===== src/rtl/lsu_axi_if.sv =====
// lsu_axi_if: single-beat AXI4-Lite-style data port (AR/R/AW/W/B) between the LSU and memory.
// The master modport is the LSU side and the slave modport is the memory side.
interface lsu_axi_if #(
  parameter int ADDR_W = 32,
  parameter int DATA_W = 32
);
  logic                ar_valid;
  logic                ar_ready;
  logic [ADDR_W-1:0]   ar_addr;
  logic [2:0]          ar_size;
  logic                r_valid;
  logic                r_ready;
  logic [DATA_W-1:0]   r_data;
  logic [1:0]          r_resp;
  logic                aw_valid;
  logic                aw_ready;
  logic [ADDR_W-1:0]   aw_addr;
  logic [2:0]          aw_size;
  logic                w_valid;
  logic                w_ready;
  logic [DATA_W-1:0]   w_data;
  logic [DATA_W/8-1:0] w_strb;
  logic                b_valid;
  logic                b_ready;
  logic [1:0]          b_resp;

  modport master (
    output ar_valid, ar_addr, ar_size, r_ready,
    output aw_valid, aw_addr, aw_size, w_valid, w_data, w_strb, b_ready,
    input  ar_ready, r_valid, r_data, r_resp, aw_ready, w_ready, b_valid, b_resp
  );

  modport slave (
    input  ar_valid, ar_addr, ar_size, r_ready,
    input  aw_valid, aw_addr, aw_size, w_valid, w_data, w_strb, b_ready,
    output ar_ready, r_valid, r_data, r_resp, aw_ready, w_ready, b_valid, b_resp
  );
endinterface


===== src/rtl/lsu_axi.sv =====
// lsu_axi: memory-access stage; one instruction at a time, single-beat AXI loads/stores, ALU ops pass through.
// Build option LSU_MISALIGN_CHECK_EN: misaligned half/word accesses complete with w_err_o=1 and no bus traffic.
module lsu_axi #(
  parameter int ADDR_W = 32,
  parameter int DATA_W = 32
) (
  input  logic              clk_i,
  input  logic              rst_i,
  input  logic              e_valid_i,
  output logic              m_ready_o,
  input  logic [31:0]       e_res_i,
  input  logic [DATA_W-1:0] e_wdata_i,
  input  logic              e_wenMem_i,
  input  logic              e_renMem_i,
  input  logic [1:0]        e_mask_i,
  input  logic              e_is_load_signed_i,
  input  logic [4:0]        e_rd_i,
  input  logic              e_wenReg_i,
  output logic              w_valid_o,
  input  logic              w_ready_i,
  output logic [4:0]        w_rd_o,
  output logic              w_wenReg_o,
  output logic [DATA_W-1:0] w_data_o,
  output logic              w_err_o,
  lsu_axi_if.master         mst,
  output logic [2:0]        dbg_state
);
  // Every channel uses valid/ready: a transfer happens on a rising edge where both are high;
  // a raised valid and its payload are held unchanged until that edge.
  typedef enum logic [2:0] {IDLE, RD_A, RD_D, WR, WR_B, DONE} state_t;

  state_t            state, state_nx;
  logic [31:0]       res_q;
  logic [DATA_W-1:0] wdata_q;
  logic [1:0]        mask_q;
  logic              signed_q;
  logic              aw_done, w_done;
  logic              accept, misalign;
  logic [4:0]        sh;
  logic [DATA_W-1:0] raw, load_ext;
  logic [3:0]        strb_base;

  assign accept    = e_valid_i && m_ready_o;
  assign sh        = {res_q[1:0], 3'b000};
  assign dbg_state = state;

`ifdef LSU_MISALIGN_CHECK_EN
  assign misalign = (e_renMem_i || e_wenMem_i) &&
                    (((e_mask_i == 2'd1) && e_res_i[0]) ||
                     ((e_mask_i == 2'd2) && (e_res_i[1:0] != 2'b00)));
`else
  assign misalign = 1'b0;
`endif

  always_ff @(posedge clk_i or negedge rst_i) begin
    if (!rst_i) state <= IDLE;
    else        state <= state_nx;
  end

  always_comb begin
    state_nx     = state;
    m_ready_o    = (state == IDLE) && rst_i;
    w_valid_o    = (state == DONE);
    mst.ar_valid = (state == RD_A);
    mst.r_ready  = (state == RD_D);
    mst.aw_valid = (state == WR) && !aw_done;
    mst.w_valid  = (state == WR) && !w_done;
    mst.b_ready  = (state == WR_B);
    case (state)
      IDLE: if (accept) begin
        if (misalign)        state_nx = DONE;
        else if (e_renMem_i) state_nx = RD_A;
        else if (e_wenMem_i) state_nx = WR;
        else                 state_nx = DONE;
      end
      RD_A: if (mst.ar_ready) state_nx = RD_D;
      RD_D: if (mst.r_valid)  state_nx = DONE;
      // Address and data may complete in either order or together.
      WR:   if ((aw_done || mst.aw_ready) && (w_done || mst.w_ready)) state_nx = WR_B;
      WR_B: if (mst.b_valid)  state_nx = DONE;
      DONE: if (w_ready_i)    state_nx = IDLE;
      default: state_nx = IDLE;
    endcase
  end

  always_comb begin
    raw = mst.r_data >> sh;
    case (mask_q)
      2'd0:    load_ext = {{24{signed_q & raw[7]}}, raw[7:0]};
      2'd1:    load_ext = {{16{signed_q & raw[15]}}, raw[15:0]};
      default: load_ext = raw;
    endcase
    case (mask_q)
      2'd0:    strb_base = 4'b0001;
      2'd1:    strb_base = 4'b0011;
      default: strb_base = 4'b1111;
    endcase
  end

  // Bus payloads are zero outside their phase so idle outputs stay quiet.
  assign mst.ar_addr = (state == RD_A) ? {res_q[ADDR_W-1:2], 2'b00} : '0;
  assign mst.ar_size = (state == RD_A) ? {1'b0, mask_q} : 3'd0;
  assign mst.aw_addr = (state == WR) ? {res_q[ADDR_W-1:2], 2'b00} : '0;
  assign mst.aw_size = (state == WR) ? {1'b0, mask_q} : 3'd0;
  assign mst.w_data  = (state == WR) ? (wdata_q << sh) : '0;
  assign mst.w_strb  = (state == WR) ? (strb_base << res_q[1:0]) : 4'b0000;

  always_ff @(posedge clk_i or negedge rst_i) begin
    if (!rst_i) begin
      res_q      <= '0;
      wdata_q    <= '0;
      mask_q     <= 2'd0;
      signed_q   <= 1'b0;
      aw_done    <= 1'b0;
      w_done     <= 1'b0;
      w_rd_o     <= 5'd0;
      w_wenReg_o <= 1'b0;
      w_data_o   <= '0;
      w_err_o    <= 1'b0;
    end else begin
      case (state)
        IDLE: if (accept) begin
          res_q      <= e_res_i;
          wdata_q    <= e_wdata_i;
          mask_q     <= e_mask_i;
          signed_q   <= e_is_load_signed_i;
          aw_done    <= 1'b0;
          w_done     <= 1'b0;
          w_rd_o     <= e_rd_i;
          w_wenReg_o <= e_wenReg_i && !misalign;
          w_data_o   <= e_res_i;
          w_err_o    <= misalign;
        end
        RD_D: if (mst.r_valid) begin
          w_data_o <= load_ext;
          w_err_o  <= (mst.r_resp != 2'b00);
        end
        WR: begin
          if (mst.aw_ready) aw_done <= 1'b1;
          if (mst.w_ready)  w_done  <= 1'b1;
        end
        WR_B: if (mst.b_valid) w_err_o <= (mst.b_resp != 2'b00);
        default: ;
      endcase
    end
  end
endmodule


===== src/flat_wrapper.sv =====
// flat-port wrapper written by rule: the top's interface ports become plain ports
module lsu_axi_flat 
#(
  parameter int ADDR_W = 32,
  parameter int DATA_W = 32
)
  (clk_i, rst_i, e_valid_i, m_ready_o, e_res_i, e_wdata_i, e_wenMem_i, e_renMem_i, e_mask_i, e_is_load_signed_i, e_rd_i, e_wenReg_i, w_valid_o, w_ready_i, w_rd_o, w_wenReg_o, w_data_o, w_err_o, dbg_state, mst_ar_valid, mst_ar_addr, mst_ar_size, mst_r_ready, mst_aw_valid, mst_aw_addr, mst_aw_size, mst_w_valid, mst_w_data, mst_w_strb, mst_b_ready, mst_ar_ready, mst_r_valid, mst_r_data, mst_r_resp, mst_aw_ready, mst_w_ready, mst_b_valid, mst_b_resp);
  lsu_axi_if #(.ADDR_W(ADDR_W), .DATA_W(DATA_W)) mst_i ();
  input  logic clk_i;
  input  logic rst_i;
  input  logic e_valid_i;
  output logic m_ready_o;
  input  logic [31:0] e_res_i;
  input  logic [DATA_W-1:0] e_wdata_i;
  input  logic e_wenMem_i;
  input  logic e_renMem_i;
  input  logic [1:0] e_mask_i;
  input  logic e_is_load_signed_i;
  input  logic [4:0] e_rd_i;
  input  logic e_wenReg_i;
  output logic w_valid_o;
  input  logic w_ready_i;
  output logic [4:0] w_rd_o;
  output logic w_wenReg_o;
  output logic [DATA_W-1:0] w_data_o;
  output logic w_err_o;
  output logic [2:0] dbg_state;
  output wire logic [$bits(mst_i.ar_valid)-1:0] mst_ar_valid;
  output wire logic [$bits(mst_i.ar_addr)-1:0] mst_ar_addr;
  output wire logic [$bits(mst_i.ar_size)-1:0] mst_ar_size;
  output wire logic [$bits(mst_i.r_ready)-1:0] mst_r_ready;
  output wire logic [$bits(mst_i.aw_valid)-1:0] mst_aw_valid;
  output wire logic [$bits(mst_i.aw_addr)-1:0] mst_aw_addr;
  output wire logic [$bits(mst_i.aw_size)-1:0] mst_aw_size;
  output wire logic [$bits(mst_i.w_valid)-1:0] mst_w_valid;
  output wire logic [$bits(mst_i.w_data)-1:0] mst_w_data;
  output wire logic [$bits(mst_i.w_strb)-1:0] mst_w_strb;
  output wire logic [$bits(mst_i.b_ready)-1:0] mst_b_ready;
  input wire logic [$bits(mst_i.ar_ready)-1:0] mst_ar_ready;
  input wire logic [$bits(mst_i.r_valid)-1:0] mst_r_valid;
  input wire logic [$bits(mst_i.r_data)-1:0] mst_r_data;
  input wire logic [$bits(mst_i.r_resp)-1:0] mst_r_resp;
  input wire logic [$bits(mst_i.aw_ready)-1:0] mst_aw_ready;
  input wire logic [$bits(mst_i.w_ready)-1:0] mst_w_ready;
  input wire logic [$bits(mst_i.b_valid)-1:0] mst_b_valid;
  input wire logic [$bits(mst_i.b_resp)-1:0] mst_b_resp;
  assign mst_ar_valid = mst_i.ar_valid;
  assign mst_ar_addr = mst_i.ar_addr;
  assign mst_ar_size = mst_i.ar_size;
  assign mst_r_ready = mst_i.r_ready;
  assign mst_aw_valid = mst_i.aw_valid;
  assign mst_aw_addr = mst_i.aw_addr;
  assign mst_aw_size = mst_i.aw_size;
  assign mst_w_valid = mst_i.w_valid;
  assign mst_w_data = mst_i.w_data;
  assign mst_w_strb = mst_i.w_strb;
  assign mst_b_ready = mst_i.b_ready;
  assign mst_i.ar_ready = mst_ar_ready;
  assign mst_i.r_valid = mst_r_valid;
  assign mst_i.r_data = mst_r_data;
  assign mst_i.r_resp = mst_r_resp;
  assign mst_i.aw_ready = mst_aw_ready;
  assign mst_i.w_ready = mst_w_ready;
  assign mst_i.b_valid = mst_b_valid;
  assign mst_i.b_resp = mst_b_resp;
  lsu_axi #(.ADDR_W(ADDR_W), .DATA_W(DATA_W)) u_core (.clk_i(clk_i), .rst_i(rst_i), .e_valid_i(e_valid_i), .m_ready_o(m_ready_o), .e_res_i(e_res_i), .e_wdata_i(e_wdata_i), .e_wenMem_i(e_wenMem_i), .e_renMem_i(e_renMem_i), .e_mask_i(e_mask_i), .e_is_load_signed_i(e_is_load_signed_i), .e_rd_i(e_rd_i), .e_wenReg_i(e_wenReg_i), .w_valid_o(w_valid_o), .w_ready_i(w_ready_i), .w_rd_o(w_rd_o), .w_wenReg_o(w_wenReg_o), .w_data_o(w_data_o), .w_err_o(w_err_o), .mst(mst_i), .dbg_state(dbg_state));
endmodule

===== config.mk =====
export PLATFORM = sky130hd
export DESIGN_NAME = lsu_axi_flat
export DESIGN_NICKNAME = d
export VERILOG_FILES = /design/src/rtl/lsu_axi_if.sv /design/src/rtl/lsu_axi.sv /design/src/flat_wrapper.sv
export SDC_FILE = /design/constraint.sdc
export NUM_CORES = 1
export LEC_CHECK = 0
export BUFFER_PORTS_ARGS = -buffer_cell sky130_fd_sc_hd__buf_2
export CORE_ASPECT_RATIO = 0.5
export CORE_UTILIZATION = 41
export CTS_CLUSTER_SIZE = 25
export DETAILED_ROUTE_END_ITERATION = 10
export GPL_TIMING_DRIVEN = 0
export PLACE_DENSITY = 0.81
export SETUP_SLACK_MARGIN = 0.02
export SLEW_MARGIN = 10
export SYNTH_ARGS = -nofsm -noshare
export SYNTH_HDL_FRONTEND = slang
export SYNTH_SLANG_ARGS = --single-unit

===== constraint.sdc =====
create_clock -name clk_i -period 2.4 [get_ports clk_i]
set_clock_uncertainty 0.2 [all_clocks]
set_input_delay 0.48 -clock clk_i [delete_from_list [all_inputs] [get_ports clk_i]]
set_output_delay 0.48 -clock clk_i [all_outputs]
set_load 0.02 [all_outputs]

# [Word-level counts from Yosys, hierarchy flattened]
# Index checks and enable logic that the tools add are counted.
[word_totals] register_bits=111 out_inout_bits=155 latch_bits=0 inputBits=120 ram_bits=0 rom_bits=0 n_memories=0
[classes] n_addsub=0 n_mux=28 n_div=0 n_shift=3 n_eq_ne=14 n_lt_le_gt_ge=0 n_reduce_logical=22 n_mul=0 n_bitwise=2
[op_table] cell="two-way mux 32 bit" n=5
[op_table] cell="one-hot mux 32 bit (2 select lines)" n=2
[op_table] cell="left shift 32 x 5 -> 32 bit" n=1
[op_table] cell=">> shifter 32 x 5 -> 32 bit" n=1
[op_table] cell="two-way mux 3 bit" n=8
[op_table] cell="one-hot mux 3 bit (6 select lines)" n=1
[op_table] cell="!= test 2 x 1 -> 1 bit (second input constant)" n=5
[op_table] cell="AND reduction 3 bit" n=3
[op_table] cell="one-hot mux 4 bit (2 select lines)" n=1
[op_table] cell="nonzero test 2 bit" n=4
[op_table] cell="equality test 3 x 2 -> 1 bit (second input constant)" n=2
[op_table] cell="equality test 3 bit (second input constant)" n=2
[op_table] cell="!= test 2 bit (second input constant)" n=3
[op_table] cell="AND reduction 6 bit" n=1
[op_table] cell="logical AND 1 bit" n=5
[op_table] cell="two-way mux 1 bit" n=5
[op_table] cell="two-way mux 2 bit" n=2
[op_table] cell="two-way mux 4 bit" n=1
[op_table] cell="one-hot mux 1 bit (2 select lines)" n=2
[op_table] cell="AND reduction 4 bit" n=1
[op_table] cell="left shift 4 x 2 -> 4 bit" n=1
[op_table] cell="equality test 3 x 1 -> 1 bit (second input constant)" n=1
[op_table] cell="zero test 3 bit" n=1
[op_table] cell="one-hot mux 1 bit (3 select lines)" n=1
[op_table] cell="7 further kinds" n=10

# [Depth between registers and ports, before layout]
# Gate-level depths: netlist of run 1.
[depth] ltp_word=5 ltp_mapped=7 ltp_nobuf=6

# [Least setup slack after synthesis of run 1]
# No wires, ideal clock.
[synth_path] kind="register to output" start="register u_core.state[1] (netlist: u_core.dbg_state[1])" end="output port mst_w_data[0]" required_ns=1.720 n_path_buf=2 slack_ns=-0.156 stages_incl_launch_ff=7 t_arrival_ns=1.876 cell_sequence="dfrtp_1 buf_2 and3b_1 buf_2 nand2_2 nor2_1 and2_1"
[synth_via] elab_chain_cells=2
[synth_lines] element="start: declaration" line="lsu_axi.sv:32" text="state_t state, state_nx;"
[synth_lines] element="start signal: assignment" line="lsu_axi.sv:57" text="else state <= state_nx;"
[synth_lines] element="equality test 3 x 2 -> 1 bit" line="lsu_axi.sv:105" text="assign mst.w_data = (state == WR) ? (wdata_q << sh) : '0;"
[synth_lines] element="two-way mux 32 bit" line="lsu_axi.sv:105"
[synth_lines] element="end: declaration" line="flat_wrapper.sv:36" text="output wire logic [$bits(mst_i.w_data)-1:0] mst_w_data;"
# No other way between the ends.

# [Worst setup path after layout of run 1]
[layout_path] start="register u_core.state[1] (netlist: u_core.dbg_state[1])" end="output port mst_aw_addr[10]"
[layout_via] elab_chain_cells=2
[layout_lines] element="equality test 3 x 2 -> 1 bit" line="lsu_axi.sv:103" text="assign mst.aw_addr = (state == WR) ? {res_q[ADDR_W-1:2], 2'b00} : '0;"
[layout_lines] element="two-way mux 32 bit" line="lsu_axi.sv:103"
[layout_lines] element="end: declaration" line="flat_wrapper.sv:33" text="output wire logic [$bits(mst_i.aw_addr)-1:0] mst_aw_addr;"
# No other way between the ends.

==> summary.md, run 1 <==
| Metric | Value |
|---|---|
| Final #Nets | `roughly 1000` |
| Clk slew on worst S/H paths | `around 80 ps` |
| Synth async-reset ratio | `100%` |
| Initial antenna violation count | `0` |
| GRT Total Usage | `a little over a quarter` |
| Synth cell types | `44` |
| Failing checks | `design-rule violations, negative hold slack, negative setup slack` |
| DRC | `18` |
| Status | `complete, but fails checks` |
| Reg-to-Reg End | `u_core.w_data_o[27]$_DFFE_PN0P_` |
| Crit path DAT | `~1800 ps` |
| Hold Slack | `-140 ps` |
| FF-to-FF Start | `u_core.dbg_state[1]$_DFFE_PN0P_` |
| Cell family with most CP delay | `buffers and inverters` |
| # IOs | `approximately 280` |
| Synth warn | `0` |
| Hpwl dp | `around 16 mm` |
| Post-DRT Antenna Nets | `0` |
| Final instance area | `between 0.009 and 0.01 mm^2` |
| Antenna cells | `0` |
| Root buffer cell | `clkbuf_16` |
| CP Launch Type | `flip-flop` |
| Crit-path slowest cell | `dfrtp_1` |
| PwrDens | `between 1000 and 1500 mW/mm^2` |
| Dpl ws | `-353 ps` |
| Final hold vios | `between 60 and 70` |
| Vias post-DR | `about 6100` |
| Register area share after synthesis | `between 40% and 50%` |
| Wire per inst | `20.0 um` |
| Register bit count reported by yosys | `111` |
| Die Wd | `around 180 um` |
| Reg2reg setup slack | `100 ps` |
| Number of synthesized flops with an enable pin | `0` |
| TritonRoute pass-1 iters | `9` |
| Worst slew pin tran | `roughly 550 ps` |
| Largest net degree at the start of global routing | `67` |
| Final setup viols | `45` |
| Clock buffer depth | `2` |
| Gpl congestion | `roughly 0.9` |
| Relative slew slack | `a little over three fifths` |
| Cells on worst reg2reg path | `9` |
| RSZ-0062 raised after global routing | `yes` |
| Count of input and output buffers | `between 200 and 300` |
| Initial Utilization | `43.1%` |
| Largest stage delay, worst path | `about 370 ps` |
| Final period util | `102%` |
| Leak pwr | `4.88 nW` |
| Worst VDD drop | `0.687 mV` |
| Max frequency | `~400 MHz` |
| Slew Viols, Final | `0` |
| Final core utilization | `64.8%` |
| Site row count | `31` |
| First-pass GRT wire length | `32.6 mm` |
| Crit. End Element | `output port` |
| Worst Hold Class | `input pin to asynchronous set/reset pin` |
| H-tree depth | `3` |
| Via density | `roughly 5.5` |
| Fin worst setup slack | `-52.4 ps` |
| Iter 0 DRT Violations | `369` |
| Cell Area, Synth | `0.00643 mm^2` |
| Data required, critical path | `1720 ps` |
| Cell count after placement | `roughly 1100` |
| Die area | `around 0.016 mm^2` |
| CTS buffer count | `9` |
| Worst-path cell chain | `buf_6 -> and3b_1 -> buf_6 -> clkbuf_4 -> and2_1 -> buf_2` |
| Post-DP Area | `0.00808 mm^2` |
| Syn avg cell area | `10.8 um^2` |
| Die Height | `90.5 um` |
| Worst skew pair latency | `between 300 and 400 ps` |
| CTS tree | `done` |
| Crit-path max FO | `10` |
| Most frequent CP cell | `buf_6` |
| Bufs and invs on worst path | `4` |
| Top FF cell, synth | `dfrtp_1` |
| Final min period | `2450 ps` |
| Final WL | `between 20 and 25 mm` |
| Area of the core | `0.0149 mm^2` |
| Total gr overflow | `0` |
| Fraction of layout cells with a size suffix above 1 | `about 58%` |
| Max-Cap Viols | `0` |
| Clock tree sinks | `approximately 110` |
| Mapped Cells | `597` |
| Non-Filler Instances | `roughly 1100` |
| Area Growth Syn to Fin | `50.2%` |
| Critical Path Stages | `6` |
| Kind of critical path | `flip-flop to output port` |
| Number of global-route vias before repair | `roughly 6000` |
## placed cells by master, fill, tap and decap left out, types with 13 or more instances in the layout
cell / instances
buf_4: 56
buf_2: 208
buf_6: 66
and2_4: 37
a21oi_1: 28
o22ai_1: 17
dfrtp_1: 110
mux2_4: 73
clkbuf_16: 13
nor2_1: 40
nand2_1: 46
mux2i_1: 27
and2_1: 35
## kinds of logic after synthesis
| family | count (synthesis) | share of synthesized area, % |
|---|---|---|
| buffers and inverters | 56 | 5.04 |
| and+or+nand+nor | 205 | 16.2 |
| muxes | 116 | 23.9 |
| AOI/OAI and AO/OA | 108 | 11.5 |
| other | 1 | 0.0584 |
| DFF | 111 | 43.2 |
## per-layer routing
layer	GRT usage [%]	share of wire, %
met1	33.7	41
met5	0	0
met2	44.2	50
met4	9.89	3.2
met3	4.67	5.9
## timing repair
item,CTS,global route
pin swaps,11,10
setup endpoints to repair,104,123
gates resized for setup,155,134
buffers inserted,23,6
cloned,3,4
hold endpoints to repair,63,63
## synthesized netlist by cell type, drive strengths merged, types with 10 or more instances
master  number  area share, %
a211oi      16            1.9
a21oi       28            2.2
a31oi       10            1.1
and2        72            7.0
buf         34            3.8
clkbuf      18            1.1
dfrtp      111             43
mux2        81             18
mux2i       35            5.5
nand2       50            3.1
nor2        59            3.4
nor2b       12            1.2
o22ai       17            1.7
## metrics by stage
| stage | setup TNS, ps | power [mW] |
|---|---|---|
| after global placement | -276070 | 9.45 |
| final | -812 | 13.2 |
| after detailed placement | -18510 | 9.66 |
| after CTS | -88.7 | 12.2 |
| after global routing | -5460 | 13.9 |
| after floorplan | 0 | 7.78 |
## cell type report
cell class	instances	area [um^2]
Inverter	4	15.0
Clock buffer	10	239
Buffer	50	494
Timing Repair Buffer	304	2100
Clock inverter	6	52.6
Sequential cell	111	2780
Fill cell	1071	5250
Tap cell	198	248
Multi-Input combinational cell	436	3720
## report_power, final
group | total [mW] | internal, mW | switching [mW]
clock network | 1.50 | 0.750 | 0.748
registers | 3.63 | 2.83 | 0.799
logic | 8.12 | 4.03 | 4.09
total | 13.2 | 7.61 | 5.64
## worst max-delay path by stage
stage / startpoint / endpoint / slack, ps
floorplan: u_core.res_q[0]$_DFFE_PN0P_ / mst_w_data[24] / 30
global placement: rst_i / u_core.w_data_o[27]$_DFFE_PN0P_ / -1720
detailed placement: u_core.res_q[1]$_DFFE_PN0P_ / mst_w_strb[2] / -350
CTS: u_core.dbg_state[1]$_DFFE_PN0P_ / mst_w_data[0] / -20
global route: u_core.dbg_state[1]$_DFFE_PN0P_ / mst_aw_addr[10] / -130
finish: u_core.dbg_state[1]$_DFFE_PN0P_ / mst_aw_addr[10] / -50
## sequential cells by signal, summed over array words and instances (netlist names)
register	flops
u_core.w_done	1
u_core.wdata_q	32
u_core.w_wenReg_o	1
u_core.aw_done	1
u_core.w_rd_o	5
u_core.mask_q	2
u_core.signed_q	1
u_core.res_q	32
u_core.dbg_state	3
u_core.w_err_o	1
u_core.w_data_o	32
Note: power is estimated with default switching activity, not from simulation.
==> run 2: changes to the inputs <==
--- a/config.mk
+++ b/config.mk
@@ -5,15 +5,17 @@
 export SDC_FILE = /design/constraint.sdc
 export NUM_CORES = 1
 export LEC_CHECK = 0
+export ABC_AREA = 1
 export BUFFER_PORTS_ARGS = -buffer_cell sky130_fd_sc_hd__buf_2
 export CORE_ASPECT_RATIO = 0.5
 export CORE_UTILIZATION = 41
 export CTS_CLUSTER_SIZE = 25
 export DETAILED_ROUTE_END_ITERATION = 10
 export GPL_TIMING_DRIVEN = 0
-export PLACE_DENSITY = 0.81
+export PLACE_DENSITY = 0.82
 export SETUP_SLACK_MARGIN = 0.02
 export SLEW_MARGIN = 10
 export SYNTH_ARGS = -nofsm -noshare
 export SYNTH_HDL_FRONTEND = slang
 export SYNTH_SLANG_ARGS = --single-unit
+export TNS_END_PERCENT = 20
==> run 2 against run 1 <==
The flow finishes with violations (negative hold slack). Worst setup slack improved by 61 ps. Count of clock-buffer cells in the layout decreased by 1. Critical endpoint is now mst_w_data[28]. Non-clock buffer count shrank 7. Routed wire length grew 6.7%.
==> summary.md, run 2 <==
| Metric | Value |
|---|---|
| Status | `complete, but fails checks` |
| Failing checks | `negative hold slack` |
| Top FF cell, synth | `dfrtp_1` |
| Iter 0 DRT Violations | `564` |
| Worst skew pair latency | `between 300 and 400 ps` |
| Die Wd | `roughly 180 um` |
| Antenna cells | `0` |
| Switching Fraction | `roughly half` |
| Clk pwr share | `13.4%` |
| Commonest non-fill, non-tap cells in the layout | `nand2_1, buf_2, nor2_1, dfrtp_1, buf_4` |
| Post-synth top area cell | `dfrtp_1` |
| Mapped Cells | `a little over 900` |
| Internal power | `about 6.4 mW` |
| Register area share after synthesis | `between 40% and 50%` |
| Fraction of layout cells with a size suffix above 1 | `approximately 33%` |
| Reg-to-Reg End | `u_core.aw_done$_DFFE_PN0P_` |
| Post-synth top cells | `nand2_1, nor2_1, dfrtp_1` |
| Synth cell types | `26` |
| Hpwl dp | `17.7 mm` |
| Relative slew slack | `between 60% and 70%` |
| CP Launch Type | `flip-flop` |
| Total gr overflow | `0` |
| TNS Setup | `0 ps` |
| Final hold vios | `65` |
| Clock tree sinks | `roughly 110` |
| Hold_buf cts | `3` |
| Clock buffer depth | `2` |
| Worst Hold Class | `input pin to asynchronous set/reset pin` |
| FF-to-FF Start | `u_core.dbg_state[1]$_DFFE_PN0P_` |
| Flop pwr share | `approximately a quarter` |
| Ranking of synthesized cells by area | `dfrtp_1, nand2_1, nor2_1` |
| Worst VDD drop | `~0.54 mV` |
| CTS tree | `done` |
| Area of the multi-input gates | `approximately 0.0033 mm^2` |
| Layout fillers | `1363` |
| H-tree depth | `3` |
| Synth async-reset ratio | `100%` |
| Final core utilization | `approximately three fifths` |
| Wire per inst | `~17 um` |
| Post-DRT Antenna Nets | `0` |
| Crit-path max FO | `10` |
| Final WL | `23.9 mm` |
| First-pass GRT wire length | `~37 mm` |
| PwrDens | `about 1400 mW/mm^2` |
| Die Height | `between 90 and 100 um` |
| Number of synthesized flops with an enable pin | `0` |
| Dpl ws | `-265 ps` |
| Reg2reg setup slack | `roughly 190 ps` |
| Final min period | `~2400 ps` |
| Worst slew pin tran | `approximately 600 ps` |
| Final setup viols | `0` |
| Overall power | `roughly 12 mW` |
| Switching power | `slightly above 6 mW` |
| Most common cell after layout, fill and taps aside | `nand2_1` |
| Via density | `5.12` |
| Cell Area, Synth | `0.00636 mm^2` |
| Final period util | `99.7%` |
| Area Growth Syn to Fin | `43.3%` |
| CTS buffer count | `9` |
| Cells on worst reg2reg path | `10` |
| Initial Utilization | `around 43%` |
| Combinational Power Share | `60.1%` |
| # IOs | `275` |
| Site row count | `31` |
| Gpl congestion | `around 0.9` |
| GRT Total Usage | `roughly 30%` |
| Flip-flop and latch area | `roughly 0.0028 mm^2` |
| Max-Cap Viols | `0` |
| Largest registers | `u_core.res_q x32, u_core.w_data_o x32, u_core.wdata_q x32` |
| Final #Nets | `1355` |
| Max frequency | `418 MHz` |
| Initial antenna violation count | `0` |
| Crit. End Element | `output port` |
| Synth warn | `0` |
| Number of global-route vias before repair | `~7000` |
| RSZ-0062 raised after global routing | `yes` |
| Syn avg cell area | `about 7 um^2` |
| Data required, critical path | `~1700 ps` |
| Root buffer cell | `clkbuf_16` |
| Count leader, synth | `nand2_1` |
| TritonRoute pass-1 iters | `5` |
| Leak pwr | `roughly 5.0 nW` |
| Fin worst setup slack | `8.38 ps` |
| Clk slew on worst S/H paths | `80 ps` |
| Die area | `0.0160 mm^2` |
| Post-synth top area share | `around 44%` |
| DRC | `0` |
| Vias post-DR | `roughly 7400` |
| Hold Slack | `-107 ps` |
| Count of input and output buffers | `~270` |
| Area of the core | `~0.015 mm^2` |
| Register bit count reported by yosys | `roughly 110` |
| Crit path DAT | `about 1700 ps` |
| Slew Viols, Final | `0` |
| Kind of critical path | `flip-flop to output port` |
| Largest net degree at the start of global routing | `68` |
run 2: worst max path at each step:
stage | startpoint | endpoint | slack (ps) | depth (start not counted)
CTS | u_core.dbg_state[1]$_DFFE_PN0P_ | mst_ar_addr[29] | -80 | 6
detailed placement | rst_i | u_core.w_data_o[7]$_DFFE_PN0P_ | -270 | 9
global placement | rst_i | u_core.aw_done$_DFFE_PN0P_ | -1610 | 8
floorplan | u_core.dbg_state[2]$_DFFE_PN0P_ | mst_w_data[0] | 60 | 7
global route | u_core.res_q[0]$_DFFE_PN0P_ | mst_w_data[26] | -40 | 6
finish | u_core.res_q[0]$_DFFE_PN0P_ | mst_w_data[28] | 8 | 6
run 2: layer usage:
layer	wire length [um]	vias up	global-route usage, %
met5	0	-	0
li1	-	3511	-
met4	471	0	9.12
met2	11600	306	49.1
met3	1560	43	4.82
met1	10300	3500	39.4
run 2: per-stage QoR:
step | instance area [um^2] | std cells
4_1_cts | 8710 | 1430
5_1_grt | 9110 | 1438
3_5_place_dp | 8000 | 1403
2_1_floorplan | 6380 | 936
3_3_place_gp | 7970 | 1402
6_report | 9110 | 1438
run 2: layout make-up:
| type | instances | area share, % |
|---|---|---|
| plain buffers | 58 | 5.09 |
| flip-flops and latches | 111 | 30.5 |
| repair buffers | 289 | 19.3 |
| multi-input cells | 698 | 35.9 |
| well taps | 198 | 2.72 |
| inverters | 68 | 2.92 |
| clock inverters | 7 | 1.13 |
| clock buffers | 9 | 2.47 |
run 2: what timing repair did:
action | CTS | global route
cloned | 0 | 1
setup endpoints to repair | 102 | 98
setup buffers | 9 | 7
pin swaps | 1 | 4
gates resized for setup | 83 | 97
hold endpoints to repair | 46 | 65
run 2: critical path: stages (launching register included):
cell	delay (ps)
dfrtp_1	410
buf_6	150
buf_8	140
buf_12	160
mux2i_2	260
o22ai_2	100
buf_6	140
run 2: cells by family (layout without fill, tap and decap cells):
group	Yosys count	count (layout)	synth area share, %
mux	16	16	2.52
flops	111	111	43.7
compound gates	101	101	8.70
simple gates	575	575	35.9
other cells	1	6	0.0590
buf+inv	127	431	9.17
run 2: power by group through the flow:
stage	combinational [mW]	sequential [mW]	clock (mW)
final	7.52	3.30	1.68
after CTS	6.85	3.26	1.70
after global routing	8.21	3.40	1.79
after global placement	6.28	3.26	0
after detailed placement	6.41	3.30	0
after floorplan	3.95	3.63	0
==> run 3: changes to the inputs <==
--- a/config.mk
+++ b/config.mk
@@ -8,11 +8,11 @@
 export ABC_AREA = 1
 export BUFFER_PORTS_ARGS = -buffer_cell sky130_fd_sc_hd__buf_2
 export CORE_ASPECT_RATIO = 0.5
-export CORE_UTILIZATION = 41
+export CORE_UTILIZATION = 45
 export CTS_CLUSTER_SIZE = 25
 export DETAILED_ROUTE_END_ITERATION = 10
 export GPL_TIMING_DRIVEN = 0
-export PLACE_DENSITY = 0.82
+export PLACE_DENSITY = 0.76
 export SETUP_SLACK_MARGIN = 0.02
 export SLEW_MARGIN = 10
 export SYNTH_ARGS = -nofsm -noshare
==> run 3 against run 2 <==
The flow finishes with violations (negative hold slack, negative setup slack). Power is 5.2% lower. First-iteration DRC count is 3.9% lower. Sequential share of layout area is 1.1 points higher. Fmax is 0.63% lower. Non-clock buffer count is 7 lower. Combinational power is 6.1% lower. Cell count is 0.90% lower. Sequential cell count stayed put. Largest cell class unchanged.
==> summary.md, run 3 (synthesis gave the netlist of run 2 again) <==
| Metric | Value |
|---|---|
| Commonest non-fill, non-tap cells in the layout | `nand2_1, buf_2, nor2_1, dfrtp_1, nand3_1` |
| Fraction of layout cells with a size suffix above 1 | `between 30% and 40%` |
| RSZ-0062 raised after global routing | `yes` |
| Die area | `0.0146 mm^2` |
| Final core utilization | `roughly 64%` |
| Hpwl dp | `16.8 mm` |
| Crit path DAT | `1730 ps` |
| Area Growth Syn to Fin | `38.5%` |
| Worst skew pair latency | `about 350 ps` |
| Hold_buf cts | `3` |
| First-pass GRT wire length | `33.7 mm` |
| Largest net degree at the start of global routing | `74` |
| PwrDens | `1350 mW/mm^2` |
| Gpl congestion | `about 1` |
| Count of input and output buffers | `around 270` |
| Final #Nets | `about 1300` |
| CP Launch Type | `flip-flop` |
| Crit. End Element | `output port` |
| CTS tree | `done` |
| Final WL | `approximately 22 mm` |
| Via density | `approximately 5.1` |
| Worst Hold Class | `input pin to asynchronous set/reset pin` |
| Fin worst setup slack | `-6.90 ps` |
| Site row count | `30` |
| Area of the multi-input gates | `around 0.0032 mm^2` |
| Final instance area | `between 0.008 and 0.009 mm^2` |
| Status | `complete, but fails checks` |
| Crit-path max FO | `10` |
| Clock buffer depth | `2` |
| Wire per inst | `between 15 and 20 um` |
| Root buffer cell | `clkbuf_16` |
| DRC | `0` |
| Final hold vios | `71` |
| Largest registers | `u_core.res_q x32, u_core.w_data_o x32, u_core.wdata_q x32` |
| Initial Utilization | `46.5%` |
| Post-DRT Antenna Nets | `0` |
| Leak pwr | `between 4 and 5 nW` |
| Layout fillers | `roughly 1300` |
| Data required, critical path | `~1700 ps` |
| Flip-flop and latch area | `roughly 0.0028 mm^2` |
| Total gr overflow | `0` |
| Clock tree sinks | `about 110` |
| Iter 0 DRT Violations | `between 500 and 600` |
| TritonRoute pass-1 iters | `5` |
| Post-DP Area | `0.00800 mm^2` |
| Die Wd | `170 um` |
| Max frequency | `about 420 MHz` |
| Cell count after placement | `between 1000 and 1500` |
| Clk slew on worst S/H paths | `80 ps` |
| Number of global-route vias before repair | `~6700` |
| Area of the core | `around 0.014 mm^2` |
| Vias post-DR | `7254` |
| Failing checks | `negative hold slack, negative setup slack` |
| Hold Slack | `-102 ps` |
| Initial antenna violation count | `0` |
| Critical Path Source | `u_core.res_q[0]$_DFFE_PN0P_` |
| GRT Total Usage | `between 20% and 30%` |
| # IOs | `275` |
| CTS buffer count | `9` |
| Kind of critical path | `flip-flop to output port` |
| Worst VDD drop | `0.552 mV` |
| Final min period | `around 2400 ps` |
| H-tree depth | `3` |
| Most common cell after layout, fill and taps aside | `nand2_1` |
| Max-Cap Viols | `0` |
| Final setup viols | `1` |
| Antenna cells | `0` |
| Final period util | `100%` |
| Die Height | `86.1 um` |
| Non-Filler Instances | `about 1400` |
| Slew Viols, Final | `0` |
| FF-to-FF Start | `u_core.dbg_state[0]$_DFFE_PN0P_` |
==> run 3: cell types whose count changed in the layout (fill, tap and decap cells not counted), sizes merged <==
cell | before | now
buf | 335 | 327
bufinv | 2 | 0
clkbuf | 20 | 22
clkinv | 4 | 1
clkinvlp | 0 | 2
inv | 69 | 71
==> run 3: report_power, final <==
group          leakage, nW  switching (mW)  internal [mW]
registers             1.36           0.510           2.80
logic                 3.47            4.64           2.42
clock network        0.139           0.738          0.751
==> run 3: repair_timing <==
item                       in CTS  in global routing
buffers inserted                8                  2
gates resized for setup        55                 71
gates cloned                    0                  1
setup endpoints to repair     102                 94
hold endpoints to repair       40                 71
pin swaps                       1                  3
==> run 3: cell type report <==
cell class	instances	area share, %
buffer	57	4.83
clock buffer	10	2.71
clock inverter	6	0.582
inverter	68	3.04
multi-input combinational	698	36.1
sequential	111	31.6
tap	192	2.73
timing repair buffer	283	18.4
==> run 3: worst paths after layout <==
kind	to	slack, ps	cells past startpoint
min in group clk_i	u_core.wdata_q[16]$_DFFE_PN0P_	110	3
worst max register to register	u_core.w_data_o[9]$_DFFE_PN0P_	230	10
worst min-delay path	u_core.w_data_o[27]$_DFFE_PN0P_	-100	2
max in group asynchronous	u_core.w_data_o[11]$_DFFE_PN0P_	1210	4
worst min register to register	u_core.w_data_o[3]$_DFFE_PN0P_	280	2
worst max-delay path	mst_w_data[27]	-7	5
==> run 3: routing by layer <==
layer	up-vias	GRT usage [%]	wire length [um]	share of wire, %
met5	-	0	0	0
met1	3394	39.1	9680	43
met2	306	50.6	10700	48
li1	3506	-	-	-
met3	48	4.20	1390	6.2
met4	0	9.42	613	2.7
==> run 3: critical path, cell delays in order (launching register included) <==
cell and delay (ps):
dfrtp_1 420, buf_6 160, clkbuf_8 180, o21ai_0 300, o22ai_2 140, buf_4 170
==> run 3: through the flow <==
step	setup TNS [ps]	worst slack [ps]	power, mW
after floorplan	0	60.4	7.58
after CTS	-9.00	-9.00	11.4
after global placement	-251290	-1680	9.47
after detailed placement	-23300	-298	9.62
final	-6.90	-6.90	11.9
after global routing	-286	-85.5	12.7
